===== src/rtl/delay_pkg.sv =====
// Shared constants and helpers for the delayed-assignment pipe and its lanes.
package delay_pkg;

  localparam int DEF_WIDTH     = 4;
  localparam int DEF_CHANNELS  = 2;
  localparam int DEF_MAX_DELAY = 16;

  // Bit offset of a lane inside a packed multi-lane bus.
  function automatic int lane_lsb(input int lane, input int width);
    return lane * width;
  endfunction

  // A zero delay is meaningless for a registered pipe, so it becomes 1.
  function automatic int unsigned clamp_delay(input int unsigned req,
                                              input int unsigned max_delay);
    if (req == 0) begin
      return 1;
    end
    if (req > max_delay) begin
      return max_delay;
    end
    return req;
  endfunction

endpackage


===== src/rtl/delay_lane.sv =====
// One lane: MAX_DELAY-deep valid+data shift register, tap selected by cur_delay,
// with a registered output stage and a sticky "has delivered" flag.
module delay_lane
  import delay_pkg::*;
#(
  parameter int WIDTH     = DEF_WIDTH,
  parameter int MAX_DELAY = DEF_MAX_DELAY,
  parameter int HOLD      = 1,
  parameter int DW        = $clog2(MAX_DELAY + 1)
) (
  input  logic             clk,
  input  logic             rst_n,
  input  logic             in_valid,
  input  logic [WIDTH-1:0] in_data,
  input  logic [DW-1:0]    cur_delay,
  output logic             out_valid,
  output logic [WIDTH-1:0] out_data,
  output logic             out_seen,
  output logic             busy
);

  logic [MAX_DELAY-1:0] valid_reg;
  logic [MAX_DELAY-1:0] valid_next;
  logic [WIDTH-1:0]     data_reg [MAX_DELAY];

  logic [DW-1:0]        tap_idx;
  logic                 tap_valid;
  logic [WIDTH-1:0]     tap_data;

  logic                 out_valid_reg;
  logic [WIDTH-1:0]     out_data_reg;
  logic                 seen_reg;

  assign valid_next[0] = in_valid;

  // Entries that have passed the tap are already delivered; drop their valid
  // bit so busy tracks only undelivered data and a later, longer delay can
  // never re-deliver them.
  genvar gi;
  generate
    for (gi = 1; gi < MAX_DELAY; gi++) begin : g_stage
      assign valid_next[gi] = valid_reg[gi-1] & (DW'(gi) < cur_delay);
    end
  endgenerate

  always_ff @(posedge clk or negedge rst_n) begin
    if (!rst_n) begin
      valid_reg <= '0;
    end else begin
      valid_reg <= valid_next;
    end
  end

  // Payload needs no reset: it is only observed when its valid bit is set.
  always_ff @(posedge clk) begin
    data_reg[0] <= in_data;
    for (int i = 1; i < MAX_DELAY; i++) begin
      data_reg[i] <= data_reg[i-1];
    end
  end

  assign tap_idx = cur_delay - DW'(1);

  always_comb begin
    tap_valid = 1'b0;
    tap_data  = '0;
    for (int i = 0; i < MAX_DELAY; i++) begin
      if (DW'(i) == tap_idx) begin
        tap_valid = valid_reg[i];
        tap_data  = data_reg[i];
      end
    end
  end

  // Output stage adds the final cycle, so stage cur_delay-1 appears at edge t+cur_delay.
  always_ff @(posedge clk or negedge rst_n) begin
    if (!rst_n) begin
      out_valid_reg <= 1'b0;
      out_data_reg  <= '0;
      seen_reg      <= 1'b0;
    end else begin
      out_valid_reg <= tap_valid;
      if (tap_valid) begin
        out_data_reg <= tap_data;
        seen_reg     <= 1'b1;
      end else if (HOLD == 0) begin
        out_data_reg <= '0;
      end
    end
  end

  assign out_valid = out_valid_reg;
  assign out_data  = out_data_reg;
  assign out_seen  = seen_reg;
  assign busy      = |valid_reg;

endmodule


===== src/rtl/delayed_assign_pipe.sv =====
// Multi-lane programmable-latency pipe; shared delay register and load guard,
// one delay_lane per channel.
module delayed_assign_pipe
  import delay_pkg::*;
#(
  parameter int  WIDTH     = DEF_WIDTH,
  parameter int  CHANNELS  = DEF_CHANNELS,
  parameter int  MAX_DELAY = DEF_MAX_DELAY,
  parameter int  HOLD      = 1,
  localparam int DW        = $clog2(MAX_DELAY + 1)
) (
  input  logic                      clk,
  input  logic                      rst_n,
  input  logic [CHANNELS-1:0]       in_valid,
  input  logic [CHANNELS*WIDTH-1:0] in_data,
  input  logic                      cfg_load,
  input  logic [DW-1:0]             cfg_delay,
  output logic [CHANNELS-1:0]       out_valid,
  output logic [CHANNELS*WIDTH-1:0] out_data,
  output logic [CHANNELS-1:0]       out_seen,
  output logic [DW-1:0]             cur_delay,
  output logic                      busy,
  output logic                      cfg_err
);

  logic [DW-1:0]       cur_delay_reg;
  logic [DW-1:0]       cur_delay_next;
  logic                cfg_err_reg;
  logic                cfg_accept;
  logic [CHANNELS-1:0] lane_busy;

  // A delay change is only safe with nothing in flight and nothing entering.
  assign cfg_accept = cfg_load & ~busy & ~(|in_valid);

  always_comb begin
    cur_delay_next = cur_delay_reg;
    if (cfg_accept) begin
      cur_delay_next = DW'(clamp_delay(32'(cfg_delay), 32'(MAX_DELAY)));
    end
  end

  always_ff @(posedge clk or negedge rst_n) begin
    if (!rst_n) begin
      cur_delay_reg <= DW'(1);
      cfg_err_reg   <= 1'b0;
    end else begin
      cur_delay_reg <= cur_delay_next;
      cfg_err_reg   <= cfg_load & ~cfg_accept;
    end
  end

  genvar gi;
  generate
    for (gi = 0; gi < CHANNELS; gi++) begin : g_lane
      delay_lane #(
        .WIDTH     (WIDTH),
        .MAX_DELAY (MAX_DELAY),
        .HOLD      (HOLD),
        .DW        (DW)
      ) u_lane (
        .clk       (clk),
        .rst_n     (rst_n),
        .in_valid  (in_valid[gi]),
        .in_data   (in_data[lane_lsb(gi, WIDTH) +: WIDTH]),
        .cur_delay (cur_delay_reg),
        .out_valid (out_valid[gi]),
        .out_data  (out_data[lane_lsb(gi, WIDTH) +: WIDTH]),
        .out_seen  (out_seen[gi]),
        .busy      (lane_busy[gi])
      );
    end
  endgenerate

  assign busy      = |lane_busy;
  assign cur_delay = cur_delay_reg;
  assign cfg_err   = cfg_err_reg;

endmodule


===== config.mk =====
export PLATFORM = sky130hd
export DESIGN_NAME = delayed_assign_pipe
export DESIGN_NICKNAME = d
export VERILOG_FILES = /design/src/rtl/delay_pkg.sv /design/src/rtl/delay_lane.sv /design/src/rtl/delayed_assign_pipe.sv
export SDC_FILE = /design/constraint.sdc
export NUM_CORES = 1
export LEC_CHECK = 0
export BUFFER_PORTS_ARGS = -buffer_cell sky130_fd_sc_hd__buf_2
export CAP_MARGIN = 40
export CELL_PAD_IN_SITES_DETAIL_PLACEMENT = 1
export CELL_PAD_IN_SITES_GLOBAL_PLACEMENT = 1
export CORE_UTILIZATION = 47
export CTS_CLUSTER_SIZE = 28
export DETAILED_ROUTE_END_ITERATION = 16
export GPL_TIMING_DRIVEN = 0
export PLACE_DENSITY = 0.78
export SETUP_SLACK_MARGIN = 0.02
export SYNTH_ARGS = -nofsm -noshare
export SYNTH_HDL_FRONTEND = slang
export SYNTH_HIERARCHICAL = 1
export SYNTH_SLANG_ARGS = --single-unit

===== constraint.sdc =====
create_clock -name clk -period 4.6 [get_ports clk]
set_input_delay 0.92 -clock clk [delete_from_list [all_inputs] [get_ports clk]]
set_output_delay 0.92 -clock clk [all_outputs]
set_load 0.02 [all_outputs]

---- Word-level counts from Yosys, hierarchy flattened ----
Memory sizes are Yosys's and may differ from the RTL's.
Index checks and enable logic that the tools add are counted.
Widths: inputs -> output; s select.
operators by class
  magnitude comparators ................... 16
  bitwise logic cells ..................... 36
  equal/unequal tests ..................... 15
  div/mod/pow operators ................... 0
  multipliers ............................. 0
  reductions and logical operators ........ 4
  shift operators ......................... 0
  multiplexer cells ....................... 73
  add/subtract/negate cells ............... 1
operators by type and width
  cell                 count
  $mux 4               32
  $eq 4x5->1 const A   8
  $lt 4x5->1 const A   8
  $mux 1               38
  $and 1x1->1          33
  $reduce_or 32->1     1
  $eq 3x5->1 const A   4
  $lt 3x5->1 const A   4
  $mux 5               3
  $eq 2x5->1 const A   2
  $logic_not 5->1      2
  $lt 2x5->1 const A   2
  $eq 1x5->1 const A   1
  $gt 5x5->1 const B   1
  $lt 1x5->1 const A   1
  $sub 5x1->5 const B  1
  $not 1->1            3
  $reduce_or 2->1      1
word-level totals
  register bits ........................... 50
  bits in read-only memories .............. 0
  output and inout bits ................... 19
  bits in writable memories ............... 128
  latch bits .............................. 0
  memories kept ........................... 2
  logic and storage cells ................. 157
  input bits .............................. 18
memory list
  memory                     depth  width  read ports  clocked after Yosys merged registers in  write ports  RTL line          text
  g_lane[0].u_lane.data_reg  16     4      16          0                                        16           delay_lane.sv:24  logic [WIDTH-1:0] data_reg [MAX_DELAY];
  g_lane[1].u_lane.data_reg  16     4      16          0                                        16           delay_lane.sv:24

---- Logic depth before layout (Yosys ltp) ----
  depth after elaboration ................. 18
  gate-level depth with buffers ........... 9
  gate-level depth less buffers ........... 6

---- Modules after synthesis ----
The synthesis kept the hierarchy.
modules (own cells, without submodules)
  module                         sequential area each (um2)  cells an instance  times used  area an instance (um2)
  delay_lane (g_lane[1].u_lane)  1831.8                      283                1           3120.5
  delay_lane (g_lane[0].u_lane)  1831.8                      279                1           3108.0
  delayed_assign_pipe            151.4                       21                 1           302.8

---- Worst setup path before layout ----
Ideal clock, no wire load.
  kind .................................... register to register
  start point ............................. register cur_delay_reg[0], in the netlist cur_delay[0]
  end point ............................... register g_lane[0].u_lane.out_data_reg[0]
  arrival ................................. 2.066 ns
  data required time ...................... 4.475 ns
  stages on the path, launching flop included .. 9
  setup time .............................. 0.125 ns
  clock period less this slack ............ 2.191 ns
  setup slack ............................. 2.409 ns
  buffers on the path ..................... 2
  cell sequence ........................... dfstp_2 buf_2 buf_4 a21oi_1 nor2_2 o221ai_2 a22o_1 a41oi_4 mux2_4
between the ends
  cells in the longest elaborated chain, start to end .. 18
  elaborated cells on any way between the ends .. 49
  classes of those cells .................. add/sub (1); eq/ne (15); mux (32); reduce/logical (1)
ends and longest elaborated chain
  item                            RTL line                   text
  start: declaration              delayed_assign_pipe.sv:26  logic [DW-1:0] cur_delay_reg;
  start signal: assignment        delayed_assign_pipe.sv:47  cur_delay_reg <= cur_delay_next;
  $sub 5x1->5 *                   delay_lane.sv:62           assign tap_idx = cur_delay - DW'(1);
  $logic_not 5->1                 delay_lane.sv:68           if (DW'(i) == tap_idx) begin
  $mux 1 (15 in series)           delay_lane.sv:68
  $mux 1 *                        delay_lane.sv:68
  net g_lane[0].u_lane.tap_valid  delay_lane.sv:27           logic tap_valid;
  end signal: assignment          delay_lane.sv:84           out_data_reg <= tap_data;
  end: declaration                delay_lane.sv:31           logic [WIDTH-1:0] out_data_reg;
The timed path passes the listed nets; every way through them passes the cells marked *.
A chain may end at the register's enable or synchronous reset.

---- Final worst setup path ----
  start point ............................. register g_lane[0].u_lane.valid_reg[0]
  end point ............................... output busy
between the ends
  cells in the longest elaborated chain, start to end .. 1
ends and longest elaborated chain
  item                      RTL line                   text
  start: declaration        delay_lane.sv:22           logic [MAX_DELAY-1:0] valid_reg;
  start signal: assignment  delay_lane.sv:50           valid_reg <= valid_next;
  $reduce_or 32->1          delayed_assign_pipe.sv:74  assign busy = |lane_busy;
  end: declaration          delayed_assign_pipe.sv:22  output logic busy,
No other way between the ends.

==> summary.md <==
| Metric | Value |
|---|---|
| Status | completed |
| Final RePlAce weighted congestion | 0.849 |
| Worst Setup SP | g_lane[0].u_lane/valid_reg[0] |
| WP data arrival | 2090 ps |
| Register area share after synthesis | 0.584 |
| Final instance area | 7530 um^2 |
| Post-synth EDFFs | 0 |
| Slowest CP cell | dfrtp_1 |
| Layout cell share with drive strength beyond 1 | 0.193 |
| Minimum clock period | 3010 ps |
| R2r setup slk | 1670 ps |
| Syn_nets | 601 |
| Detailed Route Iter0 Violations | 314 |
| Placed cell areas | 6950 um^2 |
| CTS sink cnt | 178 |
| Clk slew on worst S/H paths | 70 ps |
| Row count | 42 |
| Highest Clock Rate | 332 MHz |
| Hold Fails Final Rpt | 0 |
| Core ar. | 13400 um^2 |
| Placed insts | 796 |
| Synth Warn # | 6 |
| Max-cap violations | 0 |
| Yosys cell types | 77 |
| # Post-CTS Setup Buffers | 0 |
| Worst Max-Slew Pin Slew | 692 ps |
| RSZ-0062 raised after global routing | false |
| Clock tree buffer depth | 2 |
| CTS hold repair buffers | 0 |
| Die Ht | 120 um |
| Comb power frac | 0.354 |
| Initial Utilization | 0.487 |
| Final Total Pwr | 0.00500 W |
| Global Route Usage Sum | 0.262 |
| Inserted Diodes | 0 |
| Final setup viols | 0 |
| Max Slew Vio Count | 0 |
| ANT nets after route | 0 |
| Post-synth top flop | dfxtp_1 |
| Die area | 14400 um^2 |
| P&R area growth vs syn | 15.3% |
| Fin nets | 657 |
| Vias per cell | 6.00 |
| Total Neg Setup Slack | 0 ps |
| Final wirelength | 17.6 mm |
| Internal power | 0.00316 W |
| Static leakage | 3.13 nW |
| Worst R2R End | g_lane[0].u_lane/out_data[0] |
| Clk pwr share | 0.280 |
| Final Skew | 5.36 ps |
| Synthesized cell area | 6530 um^2 |
| Vias in the first global route | 5132 |
| DRT Pass-1 Iters | 5 |
| Final Non-Filler Cells | 828 |
| Die X | 120 um |
| Avg WL per Cell | 21.3 um |
| Vias post-DR | 4965 |
| IO Count | 37 |
| Synth Register Bits | 178 |
| RR Startpoint | cur_delay[0] |
| H-tree levels | 4 |
| Pwr Density | 664 nW/um^2 |
| GRT overflow | 0 |
| Switching share of total power | 0.369 |
| Worst hold path class | reg2reg |
| CP max stage delay | 430 ps |
| Synthesized instance count | 583 |
| Max VDD drop | 0.311 mV |
| Crit path required time | 3680 ps |
| Async set-or-reset flop fraction in the synthesized netlist | 0.281 |
| Normalized max-slew margin | 0.537 |
| DRC violations left | 0 |
| Post-layout util | 0.562 |
| CTS tree | yes |
| Final worst path period share | 0.655 |
| CP max FO | 3 |
| Type of origin of the critical path | register |
| First-pass GRT wire length | 28.4 mm |
| Worst reg2reg path depth | 8 |
| Initial antenna violation count | 0 |
| PortBufs | 36 |
| Fillers | 1454 |
| Worst setup path category | reg2out |
| Syn_area_per_cell | 11.2 um^2 |
| Setup crit end kind | output pin |
| Net Sw Power | 0.00185 W |
| Clk_lat worst skew | 420 ps |
| Post-CTS sizing | 0 |
| CTS Root Cell | clkbuf_16 |
| Largest net degree at the start of global routing | 39 |
| Max reg flops | 128 |
| Crit path to | busy |
| Sequential power share | 0.365 |
| Final HPWL DP | 12.1 mm |
| CP Cell Sequence | nor4_1 -> nand4_1 -> or2_2 -> buf_2 |
| CTS buffer count | 17 |
Yosys cell counts, drive strengths merged, types with 6 or more instances:
cell type  count  area, um^2
and2           6        37.5
a21oi         32         160
nor4          10        77.6
o22ai         13        81.3
nand3          9        45.0
a31oi         11        68.8
nor2b         20         128
nand2b        11        68.8
o31ai          6        45.0
dfxtp        128        2560
a21boi        15         113
o21a           7        52.6
a22oi         11        82.6
dfrtp         49        1230
nor3          15        75.1
nand2         27         109
inv           14        52.6
buf           29         178
mux2          20         263
o21ai         25         125
mux2i         11         110
nor2          31         121
per-stage QoR:
step | hold slack [ps] | setup slack (ps)
4_1_cts | 344 | 1570
3_3_place_gp | 325 | 1860
6_report | 344 | 1590
5_1_grt | 351 | 1510
3_5_place_dp | 330 | 1760
2_1_floorplan | 322 | 2410
power by group through the flow:
| stage | Sequential [W] | Clock [W] | Combinational [W] |
|---|---|---|---|
| 6_report | 0.00183 | 0.00140 | 0.00177 |
| 5_1_grt | 0.00184 | 0.00148 | 0.00189 |
| 4_1_cts | 0.00183 | 0.00142 | 0.00174 |
| 3_5_place_dp | 0.00186 | 0 | 0.00172 |
| 3_3_place_gp | 0.00185 | 0 | 0.00167 |
| 2_1_floorplan | 0.00188 | 0 | 0.00115 |
metal layers:
metal,track usage,part of all wire
met5,0,0
met2,0.400,0.45
met3,0.0518,0.044
met4,0.0820,0.014
met1,0.376,0.49
worst max-delay path, delay by kind of cell (launching register included):
kind	cells	cell delay, ps
buf+inv	1	160
flops	1	430
simple gates	3	1080
cell families (layout without fill, tap and decap cells):
kind of cell    after synthesis  count (layout)  share of synthesized area
compound gates              162             162                      0.174
simple gates                162             162                      0.140
flops                       178             178                      0.584
buf+inv                      48             117                     0.0381
mux                          33              33                     0.0640
worst min-delay path by stage:
stage,start,to,slack (ps),cells after the start
detailed placement,g_lane[1].u_lane/data_reg[0][7],g_lane[1].u_lane/data_reg[0][11],330,0
global route,g_lane[1].u_lane/data_reg[0][7],g_lane[1].u_lane/data_reg[0][11],350,0
CTS,g_lane[1].u_lane/data_reg[0][7],g_lane[1].u_lane/data_reg[0][11],340,0
floorplan,g_lane[0].u_lane/data_reg[0][7],g_lane[0].u_lane/data_reg[0][11],320,0
finish,g_lane[1].u_lane/data_reg[0][7],g_lane[1].u_lane/data_reg[0][11],340,0
global placement,g_lane[1].u_lane/data_reg[1][0],g_lane[1].u_lane/data_reg[1][4],330,0
layout by cell type (no fill, tap or decap), drive strengths merged, types with 9 or more instances in the layout:
master / count
a21boi: 15
a21oi: 32
a22oi: 11
a31oi: 11
buf: 66
clkbuf: 30
dfrtp: 49
dfxtp: 128
inv: 15
mux2: 20
mux2i: 11
nand2: 27
nand2b: 11
nand3: 9
nor2: 31
nor2b: 20
nor3: 15
nor4: 10
o21ai: 25
o22ai: 13
area by class of cell:
| type | count | area, um^2 | area share |
|---|---|---|---|
| Buffer | 34 | 196 | 0.0261 |
| Timing Repair Buffer | 37 | 200 | 0.0266 |
| Inverter | 14 | 52.6 | 0.00698 |
| Clock buffer | 25 | 537 | 0.0713 |
| Clock inverter | 7 | 43.8 | 0.00581 |
| Sequential cell | 178 | 3810 | 0.506 |
| Tap cell | 176 | 220 | 0.0292 |
| Multi-Input combinational cell | 357 | 2470 | 0.328 |
No activity file was read; power rests on OpenSTA's default activity.
